<file path="config.mk">
export PLATFORM = sky130hd
export DESIGN_NAME = lsu_queued
export DESIGN_NICKNAME = d
export VERILOG_FILES = /design/src/rtl/lsu_pkg.sv /design/src/rtl/lsu_req_fifo.sv /design/src/rtl/lsu_queued.sv
export SDC_FILE = /design/constraint.sdc
export NUM_CORES = 1
export LEC_CHECK = 0
export CAP_MARGIN = 40
export CORE_MARGIN = 2
export CORE_UTILIZATION = 50
export DETAILED_ROUTE_END_ITERATION = 10
export GPL_ROUTABILITY_DRIVEN = 1
export PLACE_DENSITY = 0.75
export SLEW_MARGIN = 20
export SYNTH_ARGS = -nofsm -noshare
export SYNTH_HDL_FRONTEND = slang
export SYNTH_SLANG_ARGS = --single-unit
</file>
<file path="constraint.sdc">
create_clock -name clk -period 7.1 [get_ports clk]
set_clock_uncertainty 0.2 [all_clocks]
set_input_delay 2.13 -clock clk [delete_from_list [all_inputs] [get_ports clk]]
set_output_delay 2.13 -clock clk [all_outputs]
set_load 0.005 [all_outputs]
</file>
<file path="src/rtl/lsu_pkg.sv">
// Shared constants and lane-mask helper for the queued load/store unit.
package lsu_pkg;

  localparam logic [1:0] SIZE_1B = 2'd0;
  localparam logic [1:0] SIZE_2B = 2'd1;
  localparam logic [1:0] SIZE_4B = 2'd2;
  localparam logic [1:0] SIZE_8B = 2'd3;

  localparam logic CMD_RD = 1'b0;
  localparam logic CMD_WR = 1'b1;

  // Widest supported bus is 64 bits, so masks never exceed 8 lanes.
  localparam int unsigned MAX_NB = 8;

  // Lanes offset .. min(offset+len, nb)-1 set.
  function automatic logic [MAX_NB-1:0] be_mask(input logic [3:0] offset,
                                                input logic [3:0] len,
                                                input logic [3:0] nb);
    logic [MAX_NB-1:0] m;
    logic [4:0]        stop;
    m    = '0;
    stop = 5'(offset) + 5'(len);
    for (int i = 0; i < int'(MAX_NB); i++) begin
      if ((5'(i) >= 5'(offset)) && (5'(i) < stop) && (5'(i) < 5'(nb))) m[i] = 1'b1;
    end
    return m;
  endfunction

endpackage

</file>
<file path="src/rtl/lsu_req_fifo.sv">
// Generic synchronous FIFO holding packed request entries; head is show-ahead.
module lsu_req_fifo #(
  parameter int unsigned DEPTH = 2,
  parameter int unsigned WIDTH = 8
) (
  input  logic                     clk,
  input  logic                     a_rst,
  input  logic                     push,
  input  logic [WIDTH-1:0]         din,
  input  logic                     pop,
  output logic [WIDTH-1:0]         dout,
  output logic                     full,
  output logic                     empty,
  output logic [$clog2(DEPTH):0]   count
);
  localparam int unsigned AW    = $clog2(DEPTH);
  localparam int unsigned CNT_W = AW + 1;

  logic [WIDTH-1:0] mem_q [DEPTH];
  logic [AW:0]      wr_ptr_q;
  logic [AW:0]      rd_ptr_q;
  logic             do_push;
  logic             do_pop;

  assign do_push = push & ~full;
  assign do_pop  = pop & ~empty;
  assign count   = wr_ptr_q - rd_ptr_q;
  assign full    = (count == CNT_W'(DEPTH));
  assign empty   = (count == '0);
  assign dout    = mem_q[rd_ptr_q[AW-1:0]];

  // Storage write; contents need no reset since the pointers qualify them.
  always_ff @(posedge clk) begin
    if (do_push) mem_q[wr_ptr_q[AW-1:0]] <= din;
  end

  // Read/write pointers with wrap bit for full/empty disambiguation.
  always_ff @(posedge clk or negedge a_rst) begin
    if (!a_rst) begin
      wr_ptr_q <= '0;
      rd_ptr_q <= '0;
    end else begin
      if (do_push) wr_ptr_q <= wr_ptr_q + CNT_W'(1);
      if (do_pop)  rd_ptr_q <= rd_ptr_q + CNT_W'(1);
    end
  end

endmodule

</file>
<file path="src/rtl/lsu_queued.sv">
// Queued load/store unit: buffers requests, issues one or two word beats each,
// merges split reads and returns a tagged completion per request.
module lsu_queued
  import lsu_pkg::*;
#(
  parameter int unsigned ADDR_W = 16,
  parameter int unsigned DATA_W = 16,
  parameter int unsigned DEPTH  = 2,
  parameter int unsigned TID_W  = 2
) (
  input  logic                  clk,
  input  logic                  a_rst,
  input  logic                  rq_valid,
  output logic                  rq_ready,
  input  logic [ADDR_W-1:0]     rq_addr,
  input  logic [DATA_W-1:0]     rq_data,
  input  logic [1:0]            rq_size,
  input  logic                  rq_cmd,
  input  logic [TID_W-1:0]      rq_t_id,
  input  logic                  mem_rdy,
  input  logic [DATA_W-1:0]     mem_rdata,
  output logic [ADDR_W-1:0]     mem_addr,
  output logic [DATA_W-1:0]     mem_wdata,
  output logic [DATA_W/8-1:0]   mem_be,
  output logic                  mem_cmd,
  output logic                  mem_bus_assert,
  output logic                  rs_valid,
  output logic [DATA_W-1:0]     rs_data,
  output logic [TID_W-1:0]      rs_t_id,
  output logic                  rs_cmd
);
  localparam int unsigned NB    = DATA_W / 8;
  localparam int unsigned OFF_W = $clog2(NB);
  localparam int unsigned ENT_W = ADDR_W + DATA_W + 2 + 1 + TID_W;
  localparam int unsigned CNT_W = $clog2(DEPTH) + 1;
  localparam int unsigned SH_W  = OFF_W + 4;

  localparam logic [1:0] ST_IDLE  = 2'd0;
  localparam logic [1:0] ST_BEAT0 = 2'd1;
  localparam logic [1:0] ST_BEAT1 = 2'd2;

  logic [1:0]        state_q, state_d;
  logic              push, pop, final_beat;
  logic              q_full, q_empty;
  logic [CNT_W-1:0]  q_count;
  logic [ENT_W-1:0]  head;
  logic [ADDR_W-1:0] h_addr, word_addr;
  logic [DATA_W-1:0] h_data;
  logic [1:0]        h_size;
  logic              h_cmd;
  logic [TID_W-1:0]  h_tid;
  logic [3:0]        off, raw_len, len, end_b, len1;
  logic              split;
  logic [SH_W-1:0]   sh0, sh1;
  logic [NB-1:0]     len_mask;
  logic [DATA_W-1:0] res_mask, rd_lo, rd_hi, merged, merge_q;

  assign rq_ready       = ~q_full;
  assign push           = rq_valid & rq_ready;
  assign mem_bus_assert = (state_q != ST_IDLE);

  lsu_req_fifo #(.DEPTH(DEPTH), .WIDTH(ENT_W)) u_fifo (
    .clk   (clk),
    .a_rst (a_rst),
    .push  (push),
    .din   ({rq_addr, rq_data, rq_size, rq_cmd, rq_t_id}),
    .pop   (pop),
    .dout  (head),
    .full  (q_full),
    .empty (q_empty),
    .count (q_count)
  );

  assign {h_addr, h_data, h_size, h_cmd, h_tid} = head;

  // Access geometry of the head entry; oversize accesses clamp to one word.
  assign off       = 4'(h_addr[OFF_W-1:0]);
  assign raw_len   = 4'd1 << h_size;
  assign len       = (raw_len > 4'(NB)) ? 4'(NB) : raw_len;
  assign end_b     = off + len;
  assign split     = (end_b > 4'(NB));
  assign len1      = end_b - 4'(NB);
  assign sh0       = SH_W'({off, 3'b000});
  assign sh1       = SH_W'({4'(NB) - off, 3'b000});
  assign word_addr = h_addr & ~ADDR_W'(NB - 1);
  assign len_mask  = NB'(be_mask(4'd0, len, 4'(NB)));

  // Read lane steering: beat 0 lanes o.. to bytes 0.., beat 1 lanes 0.. to bytes NB-o..
  assign rd_lo  = mem_rdata >> sh0;
  assign rd_hi  = mem_rdata << sh1;
  assign merged = (state_q == ST_BEAT1) ? (merge_q | rd_hi) : rd_lo;

  // Expand the per-byte length mask to bits for zero-extension.
  always_comb begin
    res_mask = '0;
    for (int b = 0; b < int'(NB); b++) res_mask[8*b +: 8] = {8{len_mask[b]}};
  end

  // Issue FSM next state, dequeue and bus drive.
  always_comb begin
    state_d    = state_q;
    pop        = 1'b0;
    final_beat = 1'b0;
    mem_addr   = '0;
    mem_wdata  = '0;
    mem_be     = '0;
    mem_cmd    = 1'b0;
    case (state_q)
      ST_IDLE: begin
        if (!q_empty || push) state_d = ST_BEAT0;
      end
      ST_BEAT0: begin
        mem_addr  = word_addr;
        mem_be    = NB'(be_mask(off, len, 4'(NB)));
        mem_wdata = h_data << sh0;
        mem_cmd   = h_cmd;
        if (mem_rdy) begin
          if (split) state_d = ST_BEAT1;
          else       final_beat = 1'b1;
        end
      end
      ST_BEAT1: begin
        mem_addr  = word_addr + ADDR_W'(NB);
        mem_be    = NB'(be_mask(4'd0, len1, 4'(NB)));
        mem_wdata = h_data >> sh1;
        mem_cmd   = h_cmd;
        if (mem_rdy) final_beat = 1'b1;
      end
      default: state_d = ST_IDLE;
    endcase
    if (final_beat) begin
      pop     = 1'b1;
      state_d = ((q_count > CNT_W'(1)) || push) ? ST_BEAT0 : ST_IDLE;
    end
  end

  // FSM state register.
  always_ff @(posedge clk or negedge a_rst) begin
    if (!a_rst) state_q <= ST_IDLE;
    else        state_q <= state_d;
  end

  // Low half of a split read, captured when beat 0 completes.
  always_ff @(posedge clk or negedge a_rst) begin
    if (!a_rst)                                        merge_q <= '0;
    else if ((state_q == ST_BEAT0) && mem_rdy && split) merge_q <= rd_lo;
  end

  // Completion register; single-cycle rs_valid per finished request.
  always_ff @(posedge clk or negedge a_rst) begin
    if (!a_rst) begin
      rs_valid <= 1'b0;
      rs_data  <= '0;
      rs_t_id  <= '0;
      rs_cmd   <= 1'b0;
    end else begin
      rs_valid <= final_beat;
      if (final_beat) begin
        rs_data <= (h_cmd == CMD_WR) ? '0 : (merged & res_mask);
        rs_t_id <= h_tid;
        rs_cmd  <= h_cmd;
      end
    end
  end

endmodule

</file>
# Yosys cells after proc, flatten, opt, wreduce, memory -nomap -nowiden
# Memories as Yosys holds them, arrays and structs flattened.
# Index checks and enable logic that the tools add are counted.
# word_totals
in_bits,57
output_inout_bits,57
reg_bits,42
mem_count,1
elab_cells,85
ramBits,74
# memory_table
name,depth,width,rd,rd_ports_with_merged_regs,write_ports,line_no,rtl
u_fifo.mem_q,2,37,1,0,1,lsu_req_fifo.sv:19,logic [WIDTH-1:0] mem_q [DEPTH];
# classes
n_bitwise,7
reduce_logical,12
order_cmp,11
n_eq_ne,7
shift,5
n_mux,26
addsub,8
# op_table
op,count
one-hot mux 16 bit (2 select lines),2
two-way mux 16 bit,2
adder 16 x 2 -> 16 bit (second input constant),1
bitwise AND 16 bit,1
less-than comparator 1 x 4 -> 1 bit (first input constant),4
bitwise OR 16 bit,1
<< shifter 16 x 4 -> 16 bit,1
<< shifter 16 x 5 -> 16 bit,1
>> shifter 16 x 4 -> 16 bit,1
>> shifter 16 x 5 -> 16 bit,1
two-way mux 1 bit,14
less-than comparator 1 x 5 -> 1 bit (first input constant),2
inequality test 3 bit (second input constant),3
greater-than comparator 4 x 2 -> 1 bit (second input constant),2
two-way mux 2 bit,4
one-hot mux 2 bit (3 select lines),1
adder 1 x 4 -> 5 bit,1
adder 1 x 4 -> 4 bit,1
adder 2 x 1 -> 2 bit (second input constant),2
equality test 2 bit (second input constant),2
logical AND 1 bit,4
zero test 2 bit,2
two-way mux 4 bit,1
one-hot mux 2 bit (2 select lines),1
16 further kinds,21

# Longest topological paths before layout
# An unclocked memory read counts as a cell.
# depth
depth_word,11
ltp_mapped,15
depth_no_buf,12

# Cells and area by module
# From an unflattened synthesis, not the netlist that was laid out.
# unflattened
hier_cells,457
hier_area_um2,5677.9
# modules_own_cells
module,cells_per_inst,area_per_inst_um2,seq_area_each_um2,n_inst
lsu_req_fifo,140,2904.0,2322.2,1
lsu_queued,317,2773.9,950.9,1

# Least setup slack after synthesis
# OpenSTA, ideal clock, no wires.
# synth_timing
path_kind,flip-flop to output port
from,register u_fifo.rd_ptr_q[0]
to,output mem_be[0]
required_time_ns,4.770
arrival_ns,2.572
n_path_buf,4
stages_incl_launch_ff,12
path_slack_ns,2.198
path_cell_list,dfrtp_1 buf_6 buf_8 buf_6 buf_4 o31ai_4 ha_1 ha_1 ha_1 or3_1 o21ai_0 a21boi_0
# synth_between
elab_chain_cells,9
word_cells_on_any_way,14
classes_between,add/sub (3); order compare (4); shift (1); mux (4); reduce/logical (1); memory (1)
# synth_rtl
item,line_no,rtl
"start, declared",lsu_req_fifo.sv:21,logic [AW:0] rd_ptr_q;
"start signal, assigned",lsu_req_fifo.sv:44,if (do_pop) rd_ptr_q <= rd_ptr_q + CNT_W'(1);
memory read (2 x 37 bit) *,-,
<< shifter 1 x 2 -> 4 bit,lsu_queued.sv:78,assign raw_len = 4'd1 << h_size;
greater-than comparator 4 x 2 -> 1 bit,lsu_queued.sv:79,assign len = (raw_len > 4'(NB)) ? 4'(NB) : raw_len;
two-way mux 4 bit,lsu_queued.sv:79,
adder 1 x 4 -> 4 bit or adder 1 x 4 -> 5 bit (tied branches),"lsu_queued.sv:80, lsu_pkg.sv:22",
subtractor 4 x 2 -> 4 bit or less-than comparator 1 x 5 -> 1 bit (tied branches),"lsu_queued.sv:82, lsu_pkg.sv:24",
less-than comparator 1 x 4 -> 1 bit or logical AND 1 bit (tied branches),lsu_pkg.sv:24,if ((5'(i) >= 5'(offset)) && (5'(i) < stop) && (5'(i) < 5'(nb))) m[i] = 1'b1;
two-way mux 1 bit,lsu_pkg.sv:24,
one-hot mux 2 bit (2 select lines) *,lsu_queued.sv:108,case (state_q)
"end, declared",lsu_queued.sv:24,"output logic [DATA_W/8-1:0] mem_be,"
# Every way passes the cells marked *; elsewhere a longest branch is shown, timed or not.

# Worst setup path in the final report
# Same ends and word-level chain as after synthesis.

==> qor.csv <==
metric,value,unit
status,"complete, no violations",
nets,654,
vdd_ir_drop_max,0.000232,V
dr.pass1.iters,5,
cts.clk_slew.worst_paths,50,ps
global_route.usage.met2,37.5,%
yosysUniqueCellTypes,62,
timing.rr.start,u_fifo.rd_ptr_q[0],
netlist_instances,474,
drt_iter0_drc,251,
setup_ws,1120,ps
tightest_slew,724,ps
syn_avg_cell_area,12.1,µm²
wl_per_cell,18.5,µm
via_per_inst,5.81,
critical_path_depth,10,
wl,13.7,mm
max_freq,167,MHz
yosys_warnings,0,
power_density,470,nW/µm²
layout-drive-gt1-share,13.4,%
min_path_type,register to register,
crit_chain,buf_4 > nand2_1 > o31ai_4 > ha_1 > ha_1 > ha_1 > or3_1 > o21ai_0 > a21boi_0 > clkdlybuf4s50_1,
setup_violations,0,
synth_edf_count,74,
cts_tree,built,
worstSkewPairLatency,410,ps
p_leak,2.92,nW
cts_buffer_depth,2,
drv_cap,0,
cp-endpoint,mem_be[0],
period_minus_slack,5980,ps
die_w,111,µm
cp-start-kind,register,
critPathKind,register to output port,
io_buffer_count,112,
clockRootBuffer,clkbuf_16,
synth_nets,542,
pin_count,114,
cts_sinks,116,
worstPathArrival,3650,ps
place_congestion,0.798,
n_antenna_cell,0,
drv_slew,0,
multiInputGateArea,2290,µm²
antenna_found_initial,0,
power,3.60,mW
path_max_fanout,52,
die_h,111,µm
cp_common_cell,ha_1,
synth_async_sr_flop_share,36.2,%
drtAntennaViolNets,0,
place_hpwl,9.31,mm
n_fill_cell,837,
syn_area,5750,µm²
busiest_layer,met2,
grt_pass1_wl,22.1,mm
cts_hold_buf,0,
max_stage_delay,570,ps
rsz0062_at_grt,no,
crit_buf_inv,2,
grt_max_degree,53,
areaGrowthSynthToFinish,33.5,%
vias,4312,
synth_seq_cells,116,
fin_setup_tns,0,ps
use_met1,29.0,%
ctsHtreeMaxLevel,4,
dieArea,12400,µm²
route.detailed.drc,0,
hold_viol,0,
dp_slack,1600,ps
r2r-end,rs_data[3],
worstPathRequired,4770,ps
synthFlopType,edfxtp_1,
rr_worst_depth,9,
core,11300,µm²
synth_sequential_area_ratio,57.0,%
cp-startpoint,u_fifo.rd_ptr_q[0],
period_share,84.2,%
regArea,3270,µm²
postCtsSetupRepairBufs,0,
cp_top_family,buffers and inverters,
r2r_slack,3460,ps
placementRows,39,
relSlewSlack,51.7,%
cts_buffers,17,
cp-end-kind,output port,
grt_usage,22.7,%
overflow,0,
start_util,50.8,%
critPathSlowestCell,buf_4,
grt_pass1_vias,4416,
post_cts_resized,0,
met3_usage,6.94,%
placed cells by master, fill, tap and decap left out, drive strengths merged, types with 4 or more instances in the layout:
cell             n
xnor2            4
nor2            21
clkdlybuf4s50  111
a211oi          11
nand3           18
clkbuf          19
inv             13
a32oi            8
bufinv           5
o32ai            4
edfxtp          74
o31ai           14
o21a             4
nand2           47
clkinv           5
o21ai           32
nor3             4
mux2            25
ha              11
a22o             9
buf             10
a21oi           13
nor2b           12
mux2i           27
nand4            4
dfrtp           42
a31oi            5
worst register-to-register path, stage by stage, from the launching register on:
cell and delay [ps]:
dfrtp_2 390, buf_4 570, nand2_1 250, o31ai_4 180, ha_1 220, ha_1 240, or2_2 330, a211o_1 500
a21boi_2 490, a22o_1 210
cell families after synthesis:
| family | after synthesis | share of synthesized area [%] |
|---|---|---|
| buf+inv | 40 | 3.46 |
| flops | 116 | 57.0 |
| other cells | 1 | 0.0653 |
| compound gates | 121 | 15.0 |
| simple gates | 126 | 11.1 |
| xor+xnor | 7 | 1.33 |
| mux | 52 | 9.67 |
| fa+ha+maj | 11 | 2.40 |
power by group:
| group | switching (mW) | internal (mW) | leakage (nW) |
|---|---|---|---|
| registers | 0.120 | 0.997 | 1.23 |
| logic | 0.835 | 0.734 | 1.39 |
| clock network | 0.295 | 0.622 | 0.307 |
| total | 1.25 | 2.35 | 2.92 |
per-stage QoR:
stage,utilization (%),area (µm²),hold WS (ps),cells
6_report,67.7,7670,282,742
5_1_grt,67.7,7670,306,742
4_1_cts,67.5,7650,284,740
3_5_place_dp,61.9,7010,272,708
3_3_place_gp,61.2,6930,258,704
2_1_floorplan,-,5750,243,474
synth_stat cells (all sizes together), types with 2 or more instances:
library cell / instances / area, µm²
a211o: 2 / 17.5
a211oi: 11 / 92.6
a21boi: 3 / 26.3
a21o: 3 / 22.5
a21oi: 13 / 65.1
a22o: 9 / 78.8
a22oi: 2 / 20.0
a31oi: 5 / 31.3
a32oi: 8 / 70.1
and3: 3 / 18.8
and3b: 2 / 17.5
and4: 3 / 26.3
buf: 12 / 93.8
clkbuf: 16 / 60.1
dfrtp: 42 / 1050
edfxtp: 74 / 2220
ha: 11 / 138
inv: 12 / 45.0
mux2: 25 / 282
mux2i: 27 / 274
nand2: 47 / 176
nand2b: 3 / 18.8
nand3: 18 / 90.1
nand4: 4 / 37.5
nand4b: 2 / 32.5
nor2: 21 / 78.8
nor2b: 12 / 75.1
nor3: 4 / 20.0
o211ai: 3 / 22.5
o21a: 4 / 30.0
o21ai: 32 / 160
o22ai: 2 / 12.5
o31ai: 14 / 119
o32ai: 4 / 35.0
or2: 2 / 12.5
or3: 2 / 12.5
xnor2: 4 / 35.0
xor2: 2 / 17.5
worst min path at each step:
stage	start	end	slack (ps)	cells after the start
5_1_grt	u_fifo.wr_ptr_q[1]	u_fifo.wr_ptr_q[1]	310	1
3_3_place_gp	u_fifo.wr_ptr_q[1]	u_fifo.wr_ptr_q[1]	260	1
2_1_floorplan	u_fifo.wr_ptr_q[1]	u_fifo.wr_ptr_q[1]	240	1
6_report	merge_q[7]	merge_q[7]	280	2
3_5_place_dp	merge_q[7]	merge_q[7]	270	2
4_1_cts	merge_q[7]	merge_q[7]	280	2
metal layers:
metal	up-vias	part of all wire [%]
li1	2023	-
met1	2080	42
met2	185	50
met3	24	7.4
met4	0	1.4
met5	-	0
flip-flops by register name, indices dropped and copies added, names as in the netlist:
signal and flops:
state_q 2, rs_data 16, u_fifo.wr_ptr_q 2, u_fifo.rd_ptr_q 2
rs_t_id 2, rs_cmd 1, u_fifo.mem_q 74, merge_q 16
rs_valid 1
cell type report:
type / instances / area share [%]
Inverter: 12 / 0.587
Timing Repair Buffer: 121 / 16.2
Clock buffer: 19 / 5.65
Tap cell: 143 / 2.33
Sequential cell: 116 / 42.7
Multi-Input combinational cell: 318 / 29.9
Clock inverter: 13 / 2.69
Note: power is estimated with default switching activity, not from simulation.
